==> config.mk <==
export PLATFORM = sky130hd
export DESIGN_NAME = mem_stage_varlat_flat
export DESIGN_NICKNAME = d
export VERILOG_FILES = /design/src/rtl/mem_stage_varlat_if.sv /design/src/rtl/mem_stage_varlat.sv /design/src/flat_wrapper.sv
export SDC_FILE = /design/constraint.sdc
export NUM_CORES = 1
export LEC_CHECK = 0
export ABC_AREA = 1
export BUFFER_PORTS_ARGS = -buffer_cell sky130_fd_sc_hd__buf_2
export CORE_MARGIN = 1
export CORE_UTILIZATION = 30
export CTS_CLUSTER_DIAMETER = 60
export CTS_CLUSTER_SIZE = 24
export DETAILED_ROUTE_END_ITERATION = 8
export GPL_TIMING_DRIVEN = 0
export PLACE_DENSITY = 0.59
export SLEW_MARGIN = 5
export SYNTH_ARGS = -nofsm -noshare
export SYNTH_HDL_FRONTEND = slang
export SYNTH_SLANG_ARGS = --single-unit
==> constraint.sdc <==
create_clock -name clk -period 12.2 [get_ports clk]
set_input_delay 1.83 -clock clk [delete_from_list [all_inputs] [get_ports clk]]
set_output_delay 1.83 -clock clk [all_outputs]
set_load 0.005 [all_outputs]
==> src/rtl/mem_stage_varlat_if.sv <==
// Signal bundle around the MEM stage: EXE offer, data-SRAM response, flush, WB offer and ID forwarding view.
interface mem_stage_varlat_if #(
    parameter int unsigned XLEN = 32
);
    logic            in_valid;
    logic            in_ready;
    logic [XLEN-1:0] in_alu_result;
    logic            in_res_from_mem;
    logic [2:0]      in_mem_op;
    logic            in_req_sent;
    logic            in_gr_we;
    logic [4:0]      in_dest;
    logic [XLEN-1:0] in_pc;
    logic [31:0]     in_inst;
    logic            data_data_ok;
    logic [XLEN-1:0] data_rdata;
    logic            flush;
    logic            flush_exe_req;
    logic            out_valid;
    logic            out_ready;
    logic [XLEN-1:0] out_result;
    logic            out_gr_we;
    logic [4:0]      out_dest;
    logic [XLEN-1:0] out_pc;
    logic [31:0]     out_inst;
    logic            fwd_valid;
    logic [4:0]      fwd_dest;
    logic            fwd_blocked;

    modport slave (
        input  in_valid, in_alu_result, in_res_from_mem, in_mem_op, in_req_sent,
               in_gr_we, in_dest, in_pc, in_inst, data_data_ok, data_rdata,
               flush, flush_exe_req, out_ready,
        output in_ready, out_valid, out_result, out_gr_we, out_dest, out_pc,
               out_inst, fwd_valid, fwd_dest, fwd_blocked
    );

    modport master (
        output in_valid, in_alu_result, in_res_from_mem, in_mem_op, in_req_sent,
               in_gr_we, in_dest, in_pc, in_inst, data_data_ok, data_rdata,
               flush, flush_exe_req, out_ready,
        input  in_ready, out_valid, out_result, out_gr_we, out_dest, out_pc,
               out_inst, fwd_valid, fwd_dest, fwd_blocked
    );
endinterface

==> src/rtl/mem_stage_varlat.sv <==
// MEM pipeline stage waiting on a variable-latency data SRAM: response buffering, load
// extension, flush with orphaned-response cancellation, and a hazard view for ID.
module mem_stage_varlat #(
    parameter int unsigned XLEN   = 32,
    parameter int unsigned DISC_W = 2
) (
    input logic              clk,
    input logic              reset,
    mem_stage_varlat_if.slave bus
);
    localparam int unsigned LANE_W = (XLEN == 64) ? 3 : 2;
    localparam int unsigned CNT_W  = DISC_W + 2;
    localparam logic [DISC_W-1:0] DISC_MAX = '1;

    logic              valid;
    logic              buf_valid;
    logic [DISC_W-1:0] disc_cnt;
    logic [XLEN-1:0]   buf_data;
    logic [XLEN-1:0]   alu_q;
    logic [XLEN-1:0]   pc_q;
    logic              rfm_q;
    logic              req_q;
    logic              we_q;
    logic [2:0]        op_q;
    logic [4:0]        dest_q;
    logic [31:0]       inst_q;

    logic              need_data;
    logic              live_ok;
    logic              ready_go;
    logic              in_rdy;
    logic              out_vld;
    logic              out_hs;
    logic              accept;
    logic              old_owes;
    logic              new_owes;
    logic              capture;
    logic              new_capture;
    logic [CNT_W-1:0]  disc_sum;
    logic [DISC_W-1:0] disc_nxt;

    // Handshake and response ownership
    always_comb begin
        need_data   = rfm_q & req_q;
        live_ok     = bus.data_data_ok & (disc_cnt == '0);
        ready_go    = ~need_data | buf_valid | live_ok;
        old_owes    = valid & need_data & ~buf_valid;
        out_vld     = valid & ready_go & ~bus.flush;
        out_hs      = out_vld & bus.out_ready;
        in_rdy      = ~valid | (ready_go & bus.out_ready) | bus.flush;
        accept      = bus.in_valid & in_rdy & ~bus.flush;
        new_owes    = accept & bus.in_res_from_mem & bus.in_req_sent;
        capture     = live_ok & old_owes & ~out_hs;
        // A response not claimed by the departing occupant belongs to the incoming load.
        new_capture = live_ok & ~old_owes & new_owes;
    end

    // Orphaned-response counter: one per cancelled owed response, saturating
    always_comb begin
        disc_sum = CNT_W'(disc_cnt);
        if (bus.data_data_ok && (disc_cnt != '0)) begin
            disc_sum = disc_sum - CNT_W'(1);
        end
        if (bus.flush) begin
            disc_sum = disc_sum + CNT_W'(old_owes & ~live_ok) + CNT_W'(bus.flush_exe_req);
        end
        disc_nxt = (disc_sum > CNT_W'(DISC_MAX)) ? DISC_MAX : DISC_W'(disc_sum);
    end

    // Load extension
    logic [XLEN-1:0]     ext_src;
    logic [LANE_W+2:0]   shamt;
    logic [15:0]         lo16;
    logic [XLEN-1:0]     word_val;
    logic [XLEN-1:0]     wu_val;
    logic [XLEN-1:0]     dw_val;
    logic [XLEN-1:0]     load_val;

    assign ext_src = need_data ? (buf_valid ? buf_data : bus.data_rdata) : alu_q;
    assign shamt   = {alu_q[LANE_W-1:0], 3'b000};
    assign lo16    = 16'(ext_src >> shamt);

    if (XLEN == 64) begin : g_ld64
        logic [31:0] lo32;
        assign lo32     = 32'(ext_src >> shamt);
        assign word_val = {{32{lo32[31]}}, lo32};
        assign wu_val   = {32'b0, lo32};
        assign dw_val   = ext_src >> shamt;
    end else begin : g_ld32
        assign word_val = ext_src;
        assign wu_val   = ext_src;
        assign dw_val   = ext_src;
    end

    always_comb begin
        load_val = word_val;
        case (op_q)
            3'b001:  load_val = {{(XLEN-8){lo16[7]}}, lo16[7:0]};
            3'b010:  load_val = {{(XLEN-16){lo16[15]}}, lo16};
            3'b011:  load_val = {{(XLEN-8){1'b0}}, lo16[7:0]};
            3'b100:  load_val = {{(XLEN-16){1'b0}}, lo16};
            3'b101:  load_val = wu_val;
            3'b110:  load_val = dw_val;
            default: load_val = word_val;
        endcase
    end

    // Occupant, buffer and counter state
    always_ff @(posedge clk or posedge reset) begin
        if (reset) begin
            valid     <= 1'b0;
            buf_valid <= 1'b0;
            disc_cnt  <= '0;
            buf_data  <= '0;
            alu_q     <= '0;
            pc_q      <= '0;
            rfm_q     <= 1'b0;
            req_q     <= 1'b0;
            we_q      <= 1'b0;
            op_q      <= '0;
            dest_q    <= '0;
            inst_q    <= '0;
        end else begin
            disc_cnt <= disc_nxt;
            if (bus.flush) begin
                valid     <= 1'b0;
                buf_valid <= 1'b0;
            end else if (accept) begin
                valid     <= 1'b1;
                buf_valid <= new_capture;
                if (new_capture) buf_data <= bus.data_rdata;
                alu_q     <= bus.in_alu_result;
                pc_q      <= bus.in_pc;
                rfm_q     <= bus.in_res_from_mem;
                req_q     <= bus.in_req_sent;
                we_q      <= bus.in_gr_we;
                op_q      <= bus.in_mem_op;
                dest_q    <= bus.in_dest;
                inst_q    <= bus.in_inst;
            end else if (out_hs) begin
                valid     <= 1'b0;
                buf_valid <= 1'b0;
            end else if (capture) begin
                buf_valid <= 1'b1;
                buf_data  <= bus.data_rdata;
            end
        end
    end

    assign bus.in_ready    = in_rdy;
    assign bus.out_valid   = out_vld;
    assign bus.out_result  = rfm_q ? load_val : alu_q;
    assign bus.out_gr_we   = we_q;
    assign bus.out_dest    = dest_q;
    assign bus.out_pc      = pc_q;
    assign bus.out_inst    = inst_q;
    assign bus.fwd_valid   = valid & we_q;
    assign bus.fwd_dest    = dest_q;
    assign bus.fwd_blocked = valid & rfm_q & ~ready_go;

    // A response nobody owes and nothing cancels is a protocol error upstream
    always_ff @(posedge clk) begin
        if (!reset) begin
            a_no_stray_ok: assert (!(bus.data_data_ok && (disc_cnt == '0) && !old_owes && !new_owes))
                else $error("mem_stage_varlat: data_ok with no owing occupant");
        end
    end
endmodule

==> src/flat_wrapper.sv <==
// flat-port wrapper written by rule: the top's interface ports become plain ports
module mem_stage_varlat_flat 
#(
    parameter int unsigned XLEN   = 32,
    parameter int unsigned DISC_W = 2
)
  (clk, reset, bus_in_valid, bus_in_alu_result, bus_in_res_from_mem, bus_in_mem_op, bus_in_req_sent, bus_in_gr_we, bus_in_dest, bus_in_pc, bus_in_inst, bus_data_data_ok, bus_data_rdata, bus_flush, bus_flush_exe_req, bus_out_ready, bus_in_ready, bus_out_valid, bus_out_result, bus_out_gr_we, bus_out_dest, bus_out_pc, bus_out_inst, bus_fwd_valid, bus_fwd_dest, bus_fwd_blocked);
  mem_stage_varlat_if #(.XLEN(XLEN)) bus_i ();
  input logic clk;
  input logic reset;
  input wire logic [$bits(bus_i.in_valid)-1:0] bus_in_valid;
  input wire logic [$bits(bus_i.in_alu_result)-1:0] bus_in_alu_result;
  input wire logic [$bits(bus_i.in_res_from_mem)-1:0] bus_in_res_from_mem;
  input wire logic [$bits(bus_i.in_mem_op)-1:0] bus_in_mem_op;
  input wire logic [$bits(bus_i.in_req_sent)-1:0] bus_in_req_sent;
  input wire logic [$bits(bus_i.in_gr_we)-1:0] bus_in_gr_we;
  input wire logic [$bits(bus_i.in_dest)-1:0] bus_in_dest;
  input wire logic [$bits(bus_i.in_pc)-1:0] bus_in_pc;
  input wire logic [$bits(bus_i.in_inst)-1:0] bus_in_inst;
  input wire logic [$bits(bus_i.data_data_ok)-1:0] bus_data_data_ok;
  input wire logic [$bits(bus_i.data_rdata)-1:0] bus_data_rdata;
  input wire logic [$bits(bus_i.flush)-1:0] bus_flush;
  input wire logic [$bits(bus_i.flush_exe_req)-1:0] bus_flush_exe_req;
  input wire logic [$bits(bus_i.out_ready)-1:0] bus_out_ready;
  output wire logic [$bits(bus_i.in_ready)-1:0] bus_in_ready;
  output wire logic [$bits(bus_i.out_valid)-1:0] bus_out_valid;
  output wire logic [$bits(bus_i.out_result)-1:0] bus_out_result;
  output wire logic [$bits(bus_i.out_gr_we)-1:0] bus_out_gr_we;
  output wire logic [$bits(bus_i.out_dest)-1:0] bus_out_dest;
  output wire logic [$bits(bus_i.out_pc)-1:0] bus_out_pc;
  output wire logic [$bits(bus_i.out_inst)-1:0] bus_out_inst;
  output wire logic [$bits(bus_i.fwd_valid)-1:0] bus_fwd_valid;
  output wire logic [$bits(bus_i.fwd_dest)-1:0] bus_fwd_dest;
  output wire logic [$bits(bus_i.fwd_blocked)-1:0] bus_fwd_blocked;
  assign bus_i.in_valid = bus_in_valid;
  assign bus_i.in_alu_result = bus_in_alu_result;
  assign bus_i.in_res_from_mem = bus_in_res_from_mem;
  assign bus_i.in_mem_op = bus_in_mem_op;
  assign bus_i.in_req_sent = bus_in_req_sent;
  assign bus_i.in_gr_we = bus_in_gr_we;
  assign bus_i.in_dest = bus_in_dest;
  assign bus_i.in_pc = bus_in_pc;
  assign bus_i.in_inst = bus_in_inst;
  assign bus_i.data_data_ok = bus_data_data_ok;
  assign bus_i.data_rdata = bus_data_rdata;
  assign bus_i.flush = bus_flush;
  assign bus_i.flush_exe_req = bus_flush_exe_req;
  assign bus_i.out_ready = bus_out_ready;
  assign bus_in_ready = bus_i.in_ready;
  assign bus_out_valid = bus_i.out_valid;
  assign bus_out_result = bus_i.out_result;
  assign bus_out_gr_we = bus_i.out_gr_we;
  assign bus_out_dest = bus_i.out_dest;
  assign bus_out_pc = bus_i.out_pc;
  assign bus_out_inst = bus_i.out_inst;
  assign bus_fwd_valid = bus_i.fwd_valid;
  assign bus_fwd_dest = bus_i.fwd_dest;
  assign bus_fwd_blocked = bus_i.fwd_blocked;
  mem_stage_varlat #(.XLEN(XLEN), .DISC_W(DISC_W)) u_core (.clk(clk), .reset(reset), .bus(bus_i));
endmodule
==> flow_metrics.tcl <==
set metrics [dict create \
    ys_seq_elements 143 \
    ys_warn_count 0 \
    worst-path-buf-inv 4 \
    synth_top_area_share_pct 45.3 \
    end_kind "output port" \
    netlist_instances 1108 \
    worst_pin_slew_ns 0.718 \
    p_total_w 0.00170 \
    overflow 0 \
    slew_headroom_pct 52.2 \
    leakagePower_nw 5.84 \
    grt_pass1_wl_microns 43100 \
    io_pins 257 \
    max_freq_mhz 193 \
    root_buffer "clkbuf_16" \
    finalCriticalPeriod_ns 5.18 \
    drv_slew 0 \
    drt-vias-per-instance 4.73 \
    path_common_cell "nand2_1" \
    finalCritPeriodShare_pct 42.5 \
    core_sq_mm 0.0260 \
    fillers 2844 \
    status "complete, no violations" \
    max-vdd-ir-drop_mv 0.0823 \
    routedWlPerCell_microns 16.4 \
    hold_path_class "flip-flop to flip-flop" \
    yosysTopAreaCell "dfrtp_1" \
    place_hpwl_microns 22100 \
    grt.total_usage_pct 21.4 \
    antenna_found_initial 5 \
    final.setup.tns_ns 0 \
    finalSetupViolCount 0 \
    slowest_stage "buf_4" \
    gp_congestion 0.916 \
    cts_setup_buffers 0 \
    layout-drive-gt1-share_pct 25.8 \
    hold_violations 0 \
    path_clk_slew_ns 0.06 \
    critPathMaxStageDelay_ns 0.24 \
    syn_to_final_growth_pct 29.8 \
    clk_path_buf_depth 2 \
    synth_area_per_cell_sq_um 7.13 \
    ys_seq_area_share_pct 45.3 \
    synth_fp_nets 1258 \
    cp_cell_sequence "buf_2 > nand2_1 > nand2_1 > nand2_1 > nand2_1 > nand2_1 > nand2_1 > inv_1 > nand2_1 > nand2_1 > buf_4 > nand3_1 > nand2_1 > nand2_1 > buf_2" \
    async_reset_ff_share_pct 100 \
    cts_buffers 17 \
    cp_data_arrival_time_ns 3.35 \
    finish.utilization_pct 39.5 \
    cts_resized 0 \
    p_per_area_mw_per_mm2 166 \
    grt_max_degree 77 \
    startpoint_type "primary input" \
    nets 1534 \
    start_util_pct 30.4 \
    wirelength_microns 28400 \
    fp-row-count 59 \
    max_cap_violations 0 \
    synth_cell_types 33 \
    ant_nets 0 \
    ys_top_cells_by_count "368 x nand2_1, 146 x inv_1, 143 x dfrtp_1" \
    required_ns 10.37 \
    hold_buffers 0 \
    place_ws_ns 7.03 \
    clock-skew-final_ns 0.0182 \
    port_buffers 256 \
    synth_flop_cell "dfrtp_1" \
    path_delay_family "simple AND/OR/NAND/NOR gates" \
    synth_edf_count 0 \
    grt_pass1_vias 7726 \
    dieArea_sq_mm 0.0270 \
    die_h_microns 164 \
    drt_first_pass_iters 7 \
    cts_sinks 143 \
    rsz0062_at_grt "false" \
    drc 0 \
    worstSkewPairLatency_ns 0.43 \
    dieWidth_microns 164 \
    synth_top_cells_by_area "dfrtp_1 45%, nand2_1 17%, o21ai_0 7.3%, inv_1 6.9%, nand3_1 6.0%" \
    whs_ns 0.475 \
    synth_most_common_cell "nand2_1" \
    critPathKind "primary input to output port" \
    synth_area_sq_mm 0.00790 \
    vias 8206 \
    cts_tree "built" \
    worst_slack_ns 7.02 \
    drtIter0Drc 508 \
    cp_max_fo 10 \
    h-tree-depth 4 \
]
[layer usage]
metal,GRT usage (%),wire length (microns)
met4,6.99,628
met3,4.70,1920
met1,27.0,12200
met5,0,22
met2,36.1,13700
[stage by stage]
step | cell area (sq um) | std cells
after floorplan | 7900 | 1108
after global placement | 9600 | 1699
after detailed placement | 9640 | 1700
after CTS | 10300 | 1732
after global routing | 10300 | 1734
final | 10300 | 1735
[cell usage in the layout (no fill, tap or decap), drive strengths merged, types with 2 or more instances in the layout]
master,count
dfrtp,143
bufinv,2
o22ai,2
diode,3
clkbuf,40
nand3,98
or2,15
nor3,2
o211ai,8
nand2,372
o21ai,127
ha,3
buf,301
a21boi,11
clkinv,6
a21oi,38
nand4,2
nor2,61
a31oi,3
inv,158
[kinds of logic (layout without fill, tap and decap cells)]
| kind of cell | after synthesis | count (layout) | synth area share, % |
|---|---|---|---|
| buffers and inverters | 218 | 507 | 11.9 |
| AO/OA/AOI/OAI | 191 | 191 | 12.9 |
| XOR/XNOR | 1 | 1 | 0.111 |
| flip-flops | 143 | 143 | 45.3 |
| adder cells (fa/ha/maj) | 4 | 4 | 0.728 |
| multiplexers | 1 | 1 | 0.142 |
| AND/OR/NAND/NOR | 550 | 550 | 29.0 |
| other | 0 | 3 | 0 |
[final cells by class]
class,instances,area (sq um),area share (%)
buffer,67,368,3.58
antenna,3,7.51,0.0732
tap,335,419,4.08
clock buffer,17,425,4.15
clock inverter,15,190,1.85
multi-input combinational,747,3380,33.0
sequential,143,3580,34.9
timing repair buffer,257,1310,12.8
inverter,151,581,5.66
[power by group]
part           total (W)  internal (W)  switching [W]
Clock           0.000560      0.000314       0.000247
Sequential      0.000618      0.000560      0.0000577
Combinational   0.000523      0.000204       0.000319
Total            0.00170       0.00108       0.000623
[state kept, by name, summed over array words and instances (netlist names)]
| signal | flops |
|---|---|
| u_core.disc_cnt | 2 |
| u_core.op_q | 3 |
| u_core.buf_data | 32 |
| u_core.buf_valid | 1 |
| u_core.bus.out_inst | 32 |
| u_core.req_q | 1 |
| u_core.alu_q | 32 |
| u_core.rfm_q | 1 |
| u_core.bus.fwd_dest | 5 |
| u_core.bus.out_pc | 32 |
| u_core.valid | 1 |
| u_core.bus.out_gr_we | 1 |
[final timing paths]
check | start | cells past startpoint | slack [ns] | end
min in group asynchronous | reset | 2 | 1.42 | u_core.bus.out_pc[30]$_DFFE_PP0P_
min reg2reg | u_core.buf_data[20]$_DFFE_PP0P_ | 2 | 0.47 | u_core.buf_data[20]$_DFFE_PP0P_
max in group asynchronous | reset | 3 | 9.97 | u_core.alu_q[11]$_DFFE_PP0P_
max | bus_data_rdata[23] | 15 | 7.02 | bus_out_result[9]
max reg2reg | u_core.rfm_q$_DFFE_PP0P_ | 13 | 9.84 | u_core.disc_cnt[0]$_DFF_PP0_
min | u_core.buf_data[20]$_DFFE_PP0P_ | 2 | 0.47 | u_core.buf_data[20]$_DFFE_PP0P_
[worst reg2reg max path: stages, from the launching register on]
cell and delay (ns):
dfrtp_1 0.53, nand2_4 0.17, clkinv_4 0.13, nand3_4 0.09
nor2_1 0.13, inv_1 0.06, fa_1 0.38, inv_1 0.07
ha_1 0.13, nand2_1 0.06, nor3_1 0.12, mux2_2 0.18
o21a_1 0.11, o21ai_0 0.07
Power figures use the tool's default switching activity.
